==> src/rtl/ap_ctrl_pkg.sv <==
`default_nettype none
// ============================================================================
// Module      : ap_ctrl_pkg
// Description : Shared types and default widths for the ap_ctrl initiator
//               (state encoding, counter/latency/FIFO defaults).
// Revision    : 1.0 - initial release
// ============================================================================
package ap_ctrl_pkg;

    // Default widths of the batch counters, cycle counter and FIFO depth
    localparam int c_CNT_W_DEF = 16;
    localparam int c_LAT_W_DEF = 32;
    localparam int c_DEPTH_DEF = 4;

    // Batch controller states
    typedef enum logic [1:0] {
        S_IDLE  = 2'd0,
        S_RUN   = 2'd1,
        S_DRAIN = 2'd2,
        S_DONE  = 2'd3
    } state_e;

endpackage
`default_nettype wire

==> src/rtl/ap_ts_fifo.sv <==
`default_nettype none
// ============================================================================
// Module      : ap_ts_fifo
// Description : Small synchronous FIFO holding start timestamps of outstanding
//               transactions. Supports push and pop in the same cycle.
// Revision    : 1.0 - initial release
// ============================================================================
module ap_ts_fifo
    import ap_ctrl_pkg::*;
#(
    parameter int DEPTH = c_DEPTH_DEF,
    parameter int WIDTH = c_LAT_W_DEF
) (
    input  logic                     clk,
    input  logic                     rst,
    input  logic                     i_push,
    input  logic [WIDTH-1:0]         i_data,
    input  logic                     i_pop,
    output logic [WIDTH-1:0]         o_data,
    output logic                     o_full,
    output logic                     o_empty,
    output logic [$clog2(DEPTH):0]   o_count
);

    localparam int                 c_PTR_W    = $clog2(DEPTH);
    localparam logic [c_PTR_W:0]   c_FULL_CNT = (c_PTR_W + 1)'(DEPTH);

    logic [WIDTH-1:0]   r_mem_q [DEPTH];
    logic [WIDTH-1:0]   w_mem_d [DEPTH];
    logic [c_PTR_W-1:0] r_wr_ptr_q;
    logic [c_PTR_W-1:0] w_wr_ptr_d;
    logic [c_PTR_W-1:0] r_rd_ptr_q;
    logic [c_PTR_W-1:0] w_rd_ptr_d;
    logic [c_PTR_W:0]   r_count_q;
    logic [c_PTR_W:0]   w_count_d;
    logic               w_do_push;
    logic               w_do_pop;

    // Pointer/occupancy update; a push into a full FIFO is only allowed when a pop frees a slot
    always_comb begin
        w_do_pop   = i_pop & (r_count_q != '0);
        w_do_push  = i_push & ((r_count_q != c_FULL_CNT) | w_do_pop);
        w_wr_ptr_d = r_wr_ptr_q;
        w_rd_ptr_d = r_rd_ptr_q;
        w_count_d  = r_count_q;
        w_mem_d    = r_mem_q;
        if (w_do_push) begin
            w_mem_d[r_wr_ptr_q] = i_data;
            w_wr_ptr_d          = r_wr_ptr_q + 1'b1;
        end
        if (w_do_pop) begin
            w_rd_ptr_d = r_rd_ptr_q + 1'b1;
        end
        case ({w_do_push, w_do_pop})
            2'b10:   w_count_d = r_count_q + 1'b1;
            2'b01:   w_count_d = r_count_q - 1'b1;
            default: w_count_d = r_count_q;
        endcase
    end

    // Pointers and occupancy empty out on reset
    always_ff @(posedge clk or posedge rst) begin
        if (rst) begin
            r_wr_ptr_q <= '0;
            r_rd_ptr_q <= '0;
            r_count_q  <= '0;
        end else begin
            r_wr_ptr_q <= w_wr_ptr_d;
            r_rd_ptr_q <= w_rd_ptr_d;
            r_count_q  <= w_count_d;
        end
    end

    // Storage needs no reset: entries are only read after being written
    always_ff @(posedge clk) begin
        r_mem_q <= w_mem_d;
    end

    assign o_data  = r_mem_q[r_rd_ptr_q];
    assign o_full  = (r_count_q == c_FULL_CNT);
    assign o_empty = (r_count_q == '0);
    assign o_count = r_count_q;

endmodule
`default_nettype wire

==> src/rtl/ap_ctrl_driver.sv <==
`default_nettype none
// ============================================================================
// Module      : ap_ctrl_driver
// Description : Initiator for the HLS ap_start/ap_ready/ap_done/ap_continue
//               handshake. Launches a batch of transactions, tracks the
//               outstanding ones with a timestamp FIFO, reports per-transaction
//               latency and flags the end of the batch.
// Revision    : 1.0 - initial release
// ============================================================================
module ap_ctrl_driver
    import ap_ctrl_pkg::*;
#(
    parameter int CNT_W = c_CNT_W_DEF,
    parameter int LAT_W = c_LAT_W_DEF,
    parameter int DEPTH = c_DEPTH_DEF
) (
    input  logic             clock,
    input  logic             reset,
    input  logic             run,
    input  logic [CNT_W-1:0] num_txn,
    input  logic             sink_ready,
    output logic             ap_start,
    input  logic             ap_ready,
    input  logic             ap_done,
    output logic             ap_continue,
    output logic             busy,
    output logic             finish,
    output logic [CNT_W-1:0] started_cnt,
    output logic [CNT_W-1:0] done_cnt,
    output logic             lat_valid,
    output logic [LAT_W-1:0] last_latency,
    output logic             protocol_err
);

    localparam int                 c_OCC_W    = $clog2(DEPTH) + 1;
    localparam logic [c_OCC_W-1:0] c_FULL_OCC = c_OCC_W'(DEPTH);

    state_e             r_state_q;
    state_e             w_state_d;
    logic [CNT_W-1:0]   r_target_q;
    logic [CNT_W-1:0]   w_target_d;
    logic [CNT_W-1:0]   r_started_q;
    logic [CNT_W-1:0]   w_started_d;
    logic [CNT_W-1:0]   r_done_q;
    logic [CNT_W-1:0]   w_done_d;
    logic               r_start_q;
    logic               w_start_d;
    logic               r_perr_q;
    logic               w_perr_d;
    logic               r_lat_valid_q;
    logic               w_lat_valid_d;
    logic [LAT_W-1:0]   r_last_lat_q;
    logic [LAT_W-1:0]   w_last_lat_d;
    logic [LAT_W-1:0]   r_cycle_q;
    logic [LAT_W-1:0]   w_cycle_d;

    logic               w_busy;
    logic               w_run_accept;
    logic               w_push;
    logic               w_pop;
    logic               w_complete;
    logic               w_continue;
    logic [c_OCC_W-1:0] w_occ_d;
    logic               w_full_next;
    logic [LAT_W-1:0]   w_fifo_head;
    logic               w_fifo_full;
    logic               w_fifo_empty;
    logic [c_OCC_W-1:0] w_fifo_count;

    // Handshake qualifiers derived from the current state and DUT inputs
    always_comb begin
        w_busy       = (r_state_q == S_RUN) | (r_state_q == S_DRAIN);
        w_run_accept = run & ((r_state_q == S_IDLE) | (r_state_q == S_DONE));
        w_continue   = sink_ready & w_busy;
        w_push       = r_start_q & ap_ready;
        w_complete   = ap_done & w_continue;
        w_pop        = w_complete & ~w_fifo_empty;
    end

    ap_ts_fifo #(
        .DEPTH (DEPTH),
        .WIDTH (LAT_W)
    ) u_ts_fifo (
        .clk     (clock),
        .rst     (reset),
        .i_push  (w_push),
        .i_data  (r_cycle_q),
        .i_pop   (w_pop),
        .o_data  (w_fifo_head),
        .o_full  (w_fifo_full),
        .o_empty (w_fifo_empty),
        .o_count (w_fifo_count)
    );

    // Next state, counters, latency and the registered ap_start request
    always_comb begin
        w_state_d     = r_state_q;
        w_target_d    = r_target_q;
        w_started_d   = r_started_q;
        w_done_d      = r_done_q;
        w_perr_d      = r_perr_q;
        w_lat_valid_d = w_pop;
        w_last_lat_d  = r_last_lat_q;
        w_cycle_d     = r_cycle_q + 1'b1;

        if (w_push) begin
            w_started_d = r_started_q + 1'b1;
        end
        if (w_pop) begin
            w_done_d     = r_done_q + 1'b1;
            w_last_lat_d = r_cycle_q - w_fifo_head;
        end
        if (w_complete & w_fifo_empty) begin
            w_perr_d = 1'b1;
        end

        case (r_state_q)
            S_IDLE, S_DONE: begin
                if (w_run_accept) begin
                    w_target_d  = num_txn;
                    w_started_d = '0;
                    w_done_d    = '0;
                    w_perr_d    = 1'b0;
                    w_state_d   = (num_txn == '0) ? S_DONE : S_RUN;
                end
            end
            S_RUN: begin
                if (w_started_d == r_target_q) begin
                    w_state_d = (w_done_d == r_target_q) ? S_DONE : S_DRAIN;
                end
            end
            S_DRAIN: begin
                if (w_done_d == r_target_q) begin
                    w_state_d = S_DONE;
                end
            end
            default: w_state_d = S_IDLE;
        endcase

        // Occupancy after this edge decides whether another start may be issued
        case ({w_push, w_pop})
            2'b10:   w_occ_d = w_fifo_count + 1'b1;
            2'b01:   w_occ_d = w_fifo_count - 1'b1;
            default: w_occ_d = w_fifo_count;
        endcase
        w_full_next = (w_occ_d == c_FULL_OCC);

        // A pending start is held until the DUT takes it
        w_start_d = (w_state_d == S_RUN) & (w_started_d < w_target_d) & ~w_full_next;
        if (r_start_q & ~ap_ready) begin
            w_start_d = 1'b1;
        end
    end

    // State register
    always_ff @(posedge clock or posedge reset) begin
        if (reset) begin
            r_state_q <= S_IDLE;
        end else begin
            r_state_q <= w_state_d;
        end
    end

    // Datapath registers: counters, start request, latency, error flag, cycle counter
    always_ff @(posedge clock or posedge reset) begin
        if (reset) begin
            r_target_q    <= '0;
            r_started_q   <= '0;
            r_done_q      <= '0;
            r_start_q     <= 1'b0;
            r_perr_q      <= 1'b0;
            r_lat_valid_q <= 1'b0;
            r_last_lat_q  <= '0;
            r_cycle_q     <= '0;
        end else begin
            r_target_q    <= w_target_d;
            r_started_q   <= w_started_d;
            r_done_q      <= w_done_d;
            r_start_q     <= w_start_d;
            r_perr_q      <= w_perr_d;
            r_lat_valid_q <= w_lat_valid_d;
            r_last_lat_q  <= w_last_lat_d;
            r_cycle_q     <= w_cycle_d;
        end
    end

    assign ap_start     = r_start_q;
    assign ap_continue  = w_continue;
    assign busy         = w_busy;
    assign finish       = (r_state_q == S_DONE);
    assign started_cnt  = r_started_q;
    assign done_cnt     = r_done_q;
    assign lat_valid    = r_lat_valid_q;
    assign last_latency = r_last_lat_q;
    assign protocol_err = r_perr_q;

endmodule
`default_nettype wire
==> config.mk <==
export PLATFORM = sky130hd
export DESIGN_NAME = ap_ctrl_driver
export DESIGN_NICKNAME = d
export VERILOG_FILES = /design/src/rtl/ap_ctrl_pkg.sv /design/src/rtl/ap_ts_fifo.sv /design/src/rtl/ap_ctrl_driver.sv
export SDC_FILE = /design/constraint.sdc
export NUM_CORES = 1
export LEC_CHECK = 0
export ABC_CLOCK_PERIOD_IN_PS = 3650
export CAP_MARGIN = 20
export CORE_MARGIN = 2
export CORE_UTILIZATION = 45
export CTS_CLUSTER_DIAMETER = 80
export CTS_CLUSTER_SIZE = 12
export DETAILED_ROUTE_END_ITERATION = 12
export PLACE_DENSITY_LB_ADDON = 0.05
export SYNTH_ARGS = -nofsm -noshare
export SYNTH_HDL_FRONTEND = slang
export SYNTH_SLANG_ARGS = --single-unit
==> constraint.sdc <==
create_clock -name clock -period 3.65 [get_ports clock]
set_input_delay 0.5475 -clock clock [delete_from_list [all_inputs] [get_ports clock]]
set_output_delay 0.5475 -clock clock [all_outputs]
set_load 0.01 [all_outputs]
* Yosys cells after proc, flatten, opt, wreduce, memory -nomap -nowiden
Cells that the tools add are included.
** Word-level totals
- Output and inout port bits :: 70
- Logic and storage cells :: 92
- Input bits :: 22
- Flip-flop bits (word level) :: 252
** Operators by class
- Order comparisons :: 4
- Reduce and logical (&&, ||, !) cells :: 7
- Bitwise logic cells :: 19
- Equality and inequality tests :: 12
- Muxes and demuxes :: 26
- Add/sub/neg operators :: 8
** Operator list (count)
- bitwise mux 128 bit :: 1
- two-way mux 16 bit :: 8
- two-way mux 32 bit :: 3
- binary-select mux 32 bit (select 2 bit) :: 1
- demux 32 bit (select 2 bit) :: 1
- adder 16 x 1 -> 16 bit, second input constant :: 2
- adder 32 x 1 -> 32 bit, second input constant :: 1
- equality test 16 bit :: 2
- subtractor 32 bit :: 1
- logical NOT 16 bit :: 1
- less-than comparator 16 bit :: 1
- one-hot mux 3 bit (2 select lines) :: 2
- bitwise AND 1 bit :: 11
- equality test 2 x 1 -> 1 bit, second input constant :: 4
- equality test 2 bit, second input constant :: 4
- two-way mux 2 bit :: 4
- >= comparator 3 bit, second input constant :: 2
- NOT 2 -> 3 bit :: 2
- one-hot mux 2 bit (3 select lines) :: 1
- two-way mux 1 bit :: 5
- adder 2 x 1 -> 2 bit, second input constant :: 2
- adder 3 x 1 -> 3 bit, second input constant :: 1
- equality test 3 bit, second input constant :: 1
- logical NOT 3 bit :: 1
- other kinds (10) :: 14

* Longest topological paths before layout
Gate-level depths: netlist of the first run.
- Depth in word-level cells :: 14
- Gate-level depth with buffers :: 16
- Gate-level depth less buffers :: 12

* Hierarchy
Synthesis of the first run repeated with hierarchy kept, for this count alone.
** Second synthesis, totals
- Cells, all modules :: 1095
- Area total of the unflattened synthesis :: 12988.7 µm²
** By module, submodules not included
- ap_ctrl_driver :: cells an instance 888, area an instance 7940.1 µm², sequential area each 2927.8 µm², instances 1
- ap_ts_fifo :: cells an instance 207, area an instance 5048.6 µm², sequential area each 4018.9 µm², instances 1

* Worst setup path before layout of the first run
Ideal clock, no wire load.
- Path kind :: register -> register
- Start point :: register u_ts_fifo.r_rd_ptr_q[0]
- End point :: register r_last_lat_q[28] (netlist: last_latency[28])
- Cell stages (with the launch flop) :: 15
- Path buffers :: 2
- Slack :: -382 ps
- Library setup time :: 95 ps
- Data required time :: 3555 ps
- Data arrival time :: 3936 ps
- Cell sequence :: dfrtp_1 -> clkbuf_1 -> buf_1 -> mux4_2 -> ha_1 -> fa_1 -> nor2b_1 -> o21a_1 -> o21ai_0 -> a211o_1 -> a211o_1 -> a21oi_1 -> o311ai_0 -> and3_1 -> o31ai_1
** On the way
- Cells in the longest elaborated chain, start to end :: 5
** Ends and longest elaborated chain
- start, declared :: line ap_ts_fifo.sv:32 : logic [c_PTR_W-1:0] r_rd_ptr_q;
- start signal, assigned :: line ap_ts_fifo.sv:69 : r_rd_ptr_q <= w_rd_ptr_d;
- NOT 2 -> 3 bit (not written as such) :: line ap_ts_fifo.sv:79 : assign o_data = r_mem_q[r_rd_ptr_q];
- binary-select mux 32 bit (select 2 bit) :: line ap_ts_fifo.sv:79
- two-way mux 32 bit (not written as such) (2 in a row) :: line ap_ts_fifo.sv:79
- subtractor 32 bit :: line ap_ctrl_driver.sv:111 : w_last_lat_d = r_cycle_q - w_fifo_head;
- end signal, assigned :: line ap_ctrl_driver.sv:182 : r_last_lat_q <= w_last_lat_d;
- end, declared :: line ap_ctrl_driver.sv:52 : logic [LAT_W-1:0] r_last_lat_q;
No other way between the ends. The select of a mux whose other input is x is not followed.
A chain may end at the register's enable or synchronous reset.

* Worst setup path after layout of the first run
- Start point :: register u_ts_fifo.r_rd_ptr_q[0]
- End point :: register r_last_lat_q[26] (netlist: last_latency[26])
The elaborated chain is that of the path after synthesis.

==> impl_metrics.ini, run 1 <==
[cells_and_area]
diodes = 0
final_cell_area_um2 = 15600
final_util = 0.543
drive_gt1_frac = 0.116
fill_cells = 2528
fin_cells = 1648
layout.nets = 1333
syn2layout_area_growth_pct = 18.6

[drt]
ant_nets = 0
drc = 0
drtIter0Drc = 531
wl_per_cell_um = 19.0
routed_wl_um = 31400
vias_per_cell = 5.45
vias = 8977
dr.pass1.iters = 5

[global_routing]
groute.usage.overall = 0.208
grt_pass1_vias = 9070
overflow = 0
grt_max_degree = 125
antenna_found_initial = 0
grt_pass1_wl_um = 50100

[critical_path]
crit_path_top_delay_cell = mux4_2
setup.worst_path.end = last_latency[26]
crit_chain = buf_4, mux4_2, fa_2, nor2b_1, o21a_1, o21ai_1, a211o_1, a211o_1, a21oi_2, buf_4, o21a_1, o21a_1, o31ai_1
setup.worst_path.start_class = flop
slowest_delay_ps = 540
crit_top_cell = o21a_1
startpoint = u_ts_fifo.r_rd_ptr_q[0]
rrSetupSlack_ps = 210
r2r_cells = 13
r2r-start = u_ts_fifo.r_rd_ptr_q[0]
worst-path-max-fanout = 4
worstSetupPathType = reg -> reg
end_kind = flop
arrival_ps = 3850
r2r-end = last_latency[26]
cp.required_ps = 4050

[synth]
synth-edff-count = 128
synthFlopType = edfxtp_1
synthTopCellsByArea = edfxtp_1, dfrtp_1, ha_1
synth_area_leader_cell = edfxtp_1
synth_top_area_frac = 0.292
postSynthAreaPerCell_um2 = 11.8
synth_async_sr_flop_share = 0.492
synth_cell_types = 79
ys_warn_count = 0
synth_nets = 1197
seq_area_frac_synth = 0.528
synthCells = 1112
synth-seq-cells = 252
synth_area_um2 = 13100

[die]
start_util = 0.458
dieArea_um2 = 30600
num_rows = 62
coreArea_um2 = 28700
die_x_um = 175
io_pins = 92
die_y_um = 175

[timing]
hold_ws_ps = 449
finClkSkew_ps = 29.6
setup_tns_ps = 0
setup_viol = 0
fmax_mhz = 290
max_slew_margin = 0.454
period_share = 0.944
hold_violations = 0
final.min_clock_period_ps = 3440
tightestPinTransition_ps = 815
report.final.slew_viol_count = 0

[place]
dp.cells = 1604
gp_congestion = 0.856
dp_hpwl_um = 22100
placed_cell_area_um2 = 14900
port_buffers = 91

[job]
max_cap_violations = 0

[pwr]
p_per_area_nw_per_um2 = 684
leakage_nw = 6.34
peakVddDrop_mv = 0.428

[clock_network]
clock_sinks = 252
clock_path_buffers = 3
cts_tree = yes
cts-root-buf = clkbuf_16
path_clk_slew_ps = 70
cts_buffers = 24
clk_latency_ps = 550
h-tree-depth = 1

[worst_hold_path]
hold_path_class = reg -> reg

[run_status]
status = completed
==> critical path, delay by kind of cell (launching register included) <==
kind	cells	cell delay (ps)
AO/OA/AOI/OAI	8	1590
multiplexers	1	540
flip-flops	1	410
adder cells (fa/ha/maj)	1	390
buffers and inverters	2	280
AND/OR/NAND/NOR	1	120
==> stage by stage <==
stage / total power, mW / setup WS [ps]
final: 10.7 / 206
after global routing: 11.4 / -3.22
after CTS: 10.8 / 30.7
after detailed placement: 8.45 / -42.9
after global placement: 8.43 / -75.2
after floorplan: 6.79 / -147
==> power by group <==
group          internal [mW]  switching, mW  leakage [nW]  total (mW)
Combinational           2.14           2.35          3.23        4.49
Clock                   1.23           1.04         0.323        2.27
Sequential              3.46          0.448          2.79        3.91
Total                   6.84           3.84          6.34        10.7
==> registers in the layout, summed over array words and instances (netlist names) <==
register,flops
u_ts_fifo.r_mem_q,128
protocol_err,1
u_ts_fifo.r_wr_ptr_q,2
u_ts_fifo.o_count,3
r_cycle_q,32
r_state_q,2
ap_start,1
last_latency,32
u_ts_fifo.r_rd_ptr_q,2
started_cnt,16
r_target_q,16
lat_valid,1
done_cnt,16
==> synthesized netlist by cell type, drive strengths merged (15+ instances only) <==
master,count
a21o,16
dfrtp,124
xor2,29
nand4,27
nor3,16
a21oi,38
inv,76
o21ai,46
mux4,32
nand2,84
nor2,63
clkbuf,21
mux2i,15
edfxtp,128
nand3,34
xnor2,75
ha,62
buf,17
and3,17
nor4,21
==> cell families (layout without fill, tap and decap cells) <==
family                   Yosys count  count (layout)  share of synthesized area
AND/OR/NAND/NOR                  340             340                      0.136
flip-flops                       252             252                      0.528
AO/OA/AOI/OAI                    185             185                     0.0957
buffers and inverters            116             268                     0.0364
XOR/XNOR                         108             108                     0.0761
adder cells (fa/ha/maj)           63              63                     0.0605
multiplexers                      48              48                     0.0671
==> layout make-up <==
cell class | count | area [um^2] | area share
clock inverters | 1 | 16.3 | 0.00104
repair buffers | 149 | 1430 | 0.0919
flip-flops and latches | 252 | 6950 | 0.446
inverters | 77 | 293 | 0.0188
multi-input cells | 744 | 5760 | 0.369
well taps | 384 | 480 | 0.0308
clock buffers | 41 | 664 | 0.0426
==> timing repair <==
action | CTS | global route
buffers inserted | 0 | 2
gates resized for setup | 0 | 16
endpoints found under the setup margin | 0 | 7
hold buffers | 0 | 0
==> placed cells by master (no fill, tap or decap), types with 6 or more instances in the layout <==
cell | netlist | routed
edfxtp_1 | 128 | 128
dfrtp_1 | 124 | 123
clkdlybuf4s50_1 | 0 | 91
nand2_1 | 84 | 84
inv_1 | 76 | 75
xnor2_1 | 75 | 75
nor2_1 | 63 | 63
ha_1 | 62 | 61
buf_4 | 3 | 50
o21ai_0 | 46 | 43
a21oi_1 | 38 | 35
nand3_1 | 34 | 34
mux4_2 | 32 | 32
xor2_1 | 29 | 29
nand4_1 | 26 | 26
clkbuf_16 | 0 | 24
nor4_1 | 21 | 21
clkbuf_1 | 21 | 17
a21o_1 | 16 | 16
and3_1 | 16 | 16
nor3_1 | 16 | 16
mux2i_1 | 15 | 15
and2_1 | 12 | 12
nor2b_1 | 11 | 11
a211oi_1 | 11 | 11
nand2b_1 | 8 | 8
o31ai_1 | 9 | 8
a211o_1 | 7 | 7
or3_1 | 7 | 7
o21a_1 | 6 | 6
buf_12 | 0 | 6
==> worst min path at each step <==
stage / from / endpoint / cells after the start
after floorplan: u_ts_fifo.o_count[1] / u_ts_fifo.o_count[1] / 2
after global placement: r_cycle_q[0] / r_cycle_q[0] / 1
after detailed placement: r_cycle_q[0] / r_cycle_q[0] / 1
after CTS: r_cycle_q[0] / r_cycle_q[0] / 1
after global routing: r_cycle_q[0] / r_cycle_q[0] / 1
final: r_cycle_q[0] / r_cycle_q[0] / 1
==> per-layer routing <==
| layer | vias to the layer above | GRT usage | wire length [um] |
|---|---|---|---|
| met3 | 45 | 0.0250 | 1080 |
| met1 | 4406 | 0.290 | 14400 |
| met5 | - | 0 | 0 |
| met4 | 0 | 0.0615 | 901 |
| met2 | 170 | 0.344 | 15000 |
| li1 | 4356 | - | - |
Note: power is estimated with default switching activity, not from simulation.
==> inputs of run 2 (changes only) <==
--- a/config.mk
+++ b/config.mk
@@ -8,3 +8,3 @@
 export ABC_CLOCK_PERIOD_IN_PS = 3650
-export CAP_MARGIN = 20
+export CAP_MARGIN = 30
 export CORE_MARGIN = 2
==> constraint.sdc (replaced) <==
create_clock -name clock -period 3.65 [get_ports clock]
set_input_delay 0.365 -clock clock [delete_from_list [all_inputs] [get_ports clock]]
set_output_delay 0.365 -clock clock [all_outputs]
set_load 0.01 [all_outputs]
==> run 2 against run 1 <==
Against the previous run:
- largest power group unchanged
- die area did not move
- critical path type unchanged
- routed wire length rose by 2.6%
- global-route usage up 0.28 points
==> impl_metrics.ini, run 2 (synthesis results as in run 1) <==
[timing]
finClkSkew_ps = 18.9
report.final.slew_viol_count = 0
hold_ws_ps = 381
final.min_clock_period_ps = 3490
tightestPinTransition_ps = 734
fmax_mhz = 287
period_share = 0.955
max_slew_margin = 0.510
rsz0062_at_grt = false
setup_tns_ps = 0
hold_violations = 0
setup_viol = 0

[clock_network]
path_clk_slew_ps = 70
cts_tree = yes
h-tree-depth = 1
cts_buffers = 25
clk_latency_ps = 540
clock_sinks = 252
cts-root-buf = clkbuf_16
clock_path_buffers = 3

[critical_path]
r2r-start = u_ts_fifo.r_rd_ptr_q[0]
rrSetupSlack_ps = 160
worstSetupPathType = reg -> reg
arrival_ps = 3920
crit_chain = mux4_2, ha_1, fa_2, nor2b_1, o21a_1, o21ai_1, a211o_1, a211o_1, a21oi_2, buf_4, o21a_1, nor3_1, o31ai_1
critPathTopFamily = compound AO/OA/AOI/OAI gates
slowest_delay_ps = 510
setup.worst_path.start_class = flop
crit_path_top_delay_cell = mux4_2
r2r-end = last_latency[26]
r2r_cells = 13
cp.required_ps = 4080
worst-path-max-fanout = 4
cp_num_buf_inv = 1
end_kind = flop

[die]
die_y_um = 175
die_x_um = 175
num_rows = 62
io_pins = 92
start_util = 0.458
coreArea_um2 = 28700
dieArea_um2 = 30600

[global_routing]
antenna_found_initial = 0
grt_pass1_vias = 9128
overflow = 0
grt_max_degree = 125
groute.usage.overall = 0.211
grt_pass1_wl_um = 50800

[pwr]
p_total_mw = 10.8
peakVddDrop_mv = 0.469
p_per_area_nw_per_um2 = 692
leakage_nw = 6.38

[drt]
wl_per_cell_um = 19.5
top_layer = met4
drc = 0
routed_wl_um = 32200
route.met2.wl_um = 15700
vias_per_cell = 5.46
drtIter0Drc = 579
wl_met3_um = 1300
vias = 9039
dr.pass1.iters = 8
wl_met1_um = 14500
ant_nets = 0

[cells_and_area]
syn2layout_area_growth_pct = 19.1
largest_reg_flops = 128
final_cell_mix = edfxtp_1, dfrtp_1, clkdlybuf4s50_1
diodes = 0
regMostFlops = u_ts_fifo.r_mem_q
final_common_cell = edfxtp_1
fill_cells = 2521
layout.nets = 1336
fin_cells = 1654
drive_gt1_frac = 0.120

[place]
gp_congestion = 0.844
dp.cells = 1599
port_buffers = 91
dp_hpwl_um = 22400

[run_status]
status = completed

[worst_hold_path]
hold_path_class = in -> async

[job]
max_cap_violations = 0
-- run 2: cell types whose count changed in the layout (fill, tap and decap cells not counted), sizes merged --
cell    before  now
buf         58   59
clkbuf      41   45
clkinv       1    0
inv         76   78
-- run 2: report_power, final --
group / leakage [nW] / internal [mW] / switching [mW]
clock: 0.341 / 1.29 / 1.07
combinational: 3.25 / 2.17 / 2.39
sequential: 2.79 / 3.46 / 0.457
-- run 2: final cells by class --
class,count,area (um^2),area share
flip-flops and latches,252,6950,0.444
multi-input cells,744,5770,0.368
repair buffers,151,1450,0.0928
clock buffers,44,697,0.0445
well taps,384,480,0.0307
inverters,77,293,0.0187
clock inverters,2,20.0,0.00128
-- run 2: through the flow --
stage	setup slack, ps	area [um^2]	utilization
finish	165	15700	0.546
global route	1.41	15700	0.546
CTS	50.3	15500	0.541
detailed placement	74.7	14800	0.516
global placement	131	14800	0.516
floorplan	81.3	13200	-
-- run 2: layer usage --
layer | vias up | track usage
li1 | 4367 | -
met1 | 4431 | 0.291
met5 | - | 0
met3 | 38 | 0.0235
met4 | 0 | 0.0517
met2 | 203 | 0.358
-- run 2: how the worst max path moves through the flow --
stage	from	cells past startpoint	endpoint	slack [ps]
after CTS	u_ts_fifo.r_rd_ptr_q[0]	14	last_latency[25]	50
final	u_ts_fifo.r_rd_ptr_q[0]	13	last_latency[26]	160
after floorplan	u_ts_fifo.r_rd_ptr_q[0]	14	last_latency[28]	80
after detailed placement	u_ts_fifo.r_rd_ptr_q[0]	14	last_latency[25]	70
after global routing	u_ts_fifo.r_rd_ptr_q[0]	13	last_latency[26]	1
after global placement	u_ts_fifo.r_rd_ptr_q[0]	14	last_latency[25]	130
-- run 2: worst reg2reg max path, stage by stage (launching register included) --
cell	delay, ps
dfrtp_2	420
mux4_2	510
ha_1	230
fa_2	360
nor2b_1	130
o21a_1	170
o21ai_1	100
a211o_1	330
a211o_1	380
a21oi_2	190
buf_4	140
o21a_1	140
nor3_1	50
o31ai_1	230
-- run 2: timing repair --
action,CTS,global route
setup buffers,0,8
setup endpoints to repair,0,10
hold buffers,0,0
gates resized for setup,0,12
==> inputs of run 3 (changes only) <==
Settings changed: PLACE_DENSITY set to 0.72, PLACE_DENSITY_LB_ADDON 0.05 to not set.
==> run 3 against run 2 <==
Against the previous run:
- worst setup slack got worse by 18 ps
- highest routed layer unchanged
- routed wire length is 2.6% lower
- utilization is 0.57 points lower
- sequential share of layout area increased by 0.47 points
- die area did not move
- maximum frequency is 0.53% lower
- critical endpoint is now last_latency[28]
- largest cell class unchanged
==> impl_metrics.ini, run 3 (synthesis results as in run 1) <==
[place]
dp.cells = 1590
gp_congestion = 0.849
placed_cell_area_um2 = 14700
port_buffers = 91
dp_hpwl_um = 21800
dpl_worst_slack_ps = 9.10

[clock_network]
holdBufCountCts = 0
clock_sinks = 252
cts-root-buf = clkbuf_16
clock_path_buffers = 3
cts_tree = yes
path_clk_slew_ps = 70
h-tree-depth = 1
clk_latency_ps = 550
cts_buffers = 25

[critical_path]
cp_num_buf_inv = 0
crit_chain = mux4_2, ha_1, fa_1, nor2b_1, o21a_1, o21ai_1, a211o_1, a211o_1, a21oi_2, o311ai_1, and3_1, o31ai_1
crit_path_top_delay_cell = mux4_2
end_kind = flop
arrival_ps = 3960
cp.required_ps = 4100
r2r-start = u_ts_fifo.r_rd_ptr_q[0]
worstSetupPathType = reg -> reg
critPathTopFamily = compound AO/OA/AOI/OAI gates
startpoint = u_ts_fifo.r_rd_ptr_q[0]
slowest_delay_ps = 510
worst-path-max-fanout = 6
crit_top_cell = a211o_1
setup.worst_path.start_class = flop

[timing]
hold_ws_ps = 381
finClkSkew_ps = 17.0
report.final.slew_viol_count = 0
final.min_clock_period_ps = 3500
fmax_mhz = 285
max_slew_margin = 0.387
rsz0062_at_grt = false
hold_violations = 0
worst_slack_ps = 147
setup_tns_ps = 0
tightestPinTransition_ps = 918
setup_viol = 0
period_share = 0.960

[drt]
vias = 9301
ant_nets = 0
routed_wl_um = 31400
wl_per_cell_um = 19.1
drtIter0Drc = 676
drc = 0
vias_per_cell = 5.68
dr.pass1.iters = 5

[die]
num_rows = 62
die_y_um = 175
start_util = 0.458
io_pins = 92
dieArea_um2 = 30600
die_x_um = 175
coreArea_um2 = 28700

[cells_and_area]
drive_gt1_frac = 0.107
largest_reg_flops = 128
final_util = 0.540
fill_cells = 2491
fin_cells = 1638
layout.nets = 1322
regMostFlops = u_ts_fifo.r_mem_q
final_cell_area_um2 = 15500
syn2layout_area_growth_pct = 17.8
diodes = 0
final_cell_mix = edfxtp_1, dfrtp_1, clkdlybuf4s50_1
final_common_cell = edfxtp_1

[job]
max_cap_violations = 0

[pwr]
p_per_area_nw_per_um2 = 696
p_total_mw = 10.8
peakVddDrop_mv = 0.435
leakage_nw = 6.30

[run_status]
status = completed

[global_routing]
groute.usage.overall = 0.206
grt_pass1_vias = 9124
grt_max_degree = 53
grt_pass1_wl_um = 50100
overflow = 0
antenna_found_initial = 0

[worst_hold_path]
hold_path_class = in -> async
-- run 3: changes by cell type in the layout (fill, tap and decap cells not counted), moves of 2 or more --
cell and delta:
buf_6 +2, buf_12 -4, buf_4 -11, clkbuf_1 -3
-- run 3: what timing repair did --
item	4_1_cts	5_1_grt
gates resized for setup	1	8
setup buffers	0	4
pin swaps	0	1
endpoints found under the setup margin	1	11
gates cloned	0	0
-- run 3: final timing paths --
| path | slack [ps] | endpoint | cells past startpoint |
|---|---|---|---|
| max | 150 | last_latency[28] | 12 |
| min | 380 | started_cnt[3] | 2 |
| max reg2reg | 150 | last_latency[28] | 12 |
| min reg2reg | 440 | r_cycle_q[0] | 1 |
| max in group asynchronous | 2540 | last_latency[22] | 3 |
| min in group clock | 440 | r_cycle_q[0] | 1 |
-- run 3: where the power goes --
group          internal, mW  switching [mW]
Sequential             3.46           0.474
Clock                  1.36            1.08
Combinational          2.05            2.35
Total                  6.88            3.91
-- run 3: area by class of cell --
| class | instances | area (um^2) | area share |
|---|---|---|---|
| Clock inverter | 3 | 58.8 | 0.00380 |
| Multi-Input combinational cell | 744 | 5740 | 0.370 |
| Sequential cell | 252 | 6950 | 0.448 |
| Inverter | 77 | 293 | 0.0189 |
| Clock buffer | 41 | 686 | 0.0443 |
| Tap cell | 384 | 480 | 0.0310 |
| Timing Repair Buffer | 137 | 1290 | 0.0832 |
-- run 3: routing by layer --
layer / vias to the layer above / GRT usage / wire, um / part of all wire
met4: 0 / 0.0597 / 936 / 0.030
li1: 4340 / - / - / -
met1: 4615 / 0.291 / 14100 / 0.45
met3: 63 / 0.0300 / 1630 / 0.052
met5: - / 0 / 0 / 0
met2: 283 / 0.335 / 14700 / 0.47
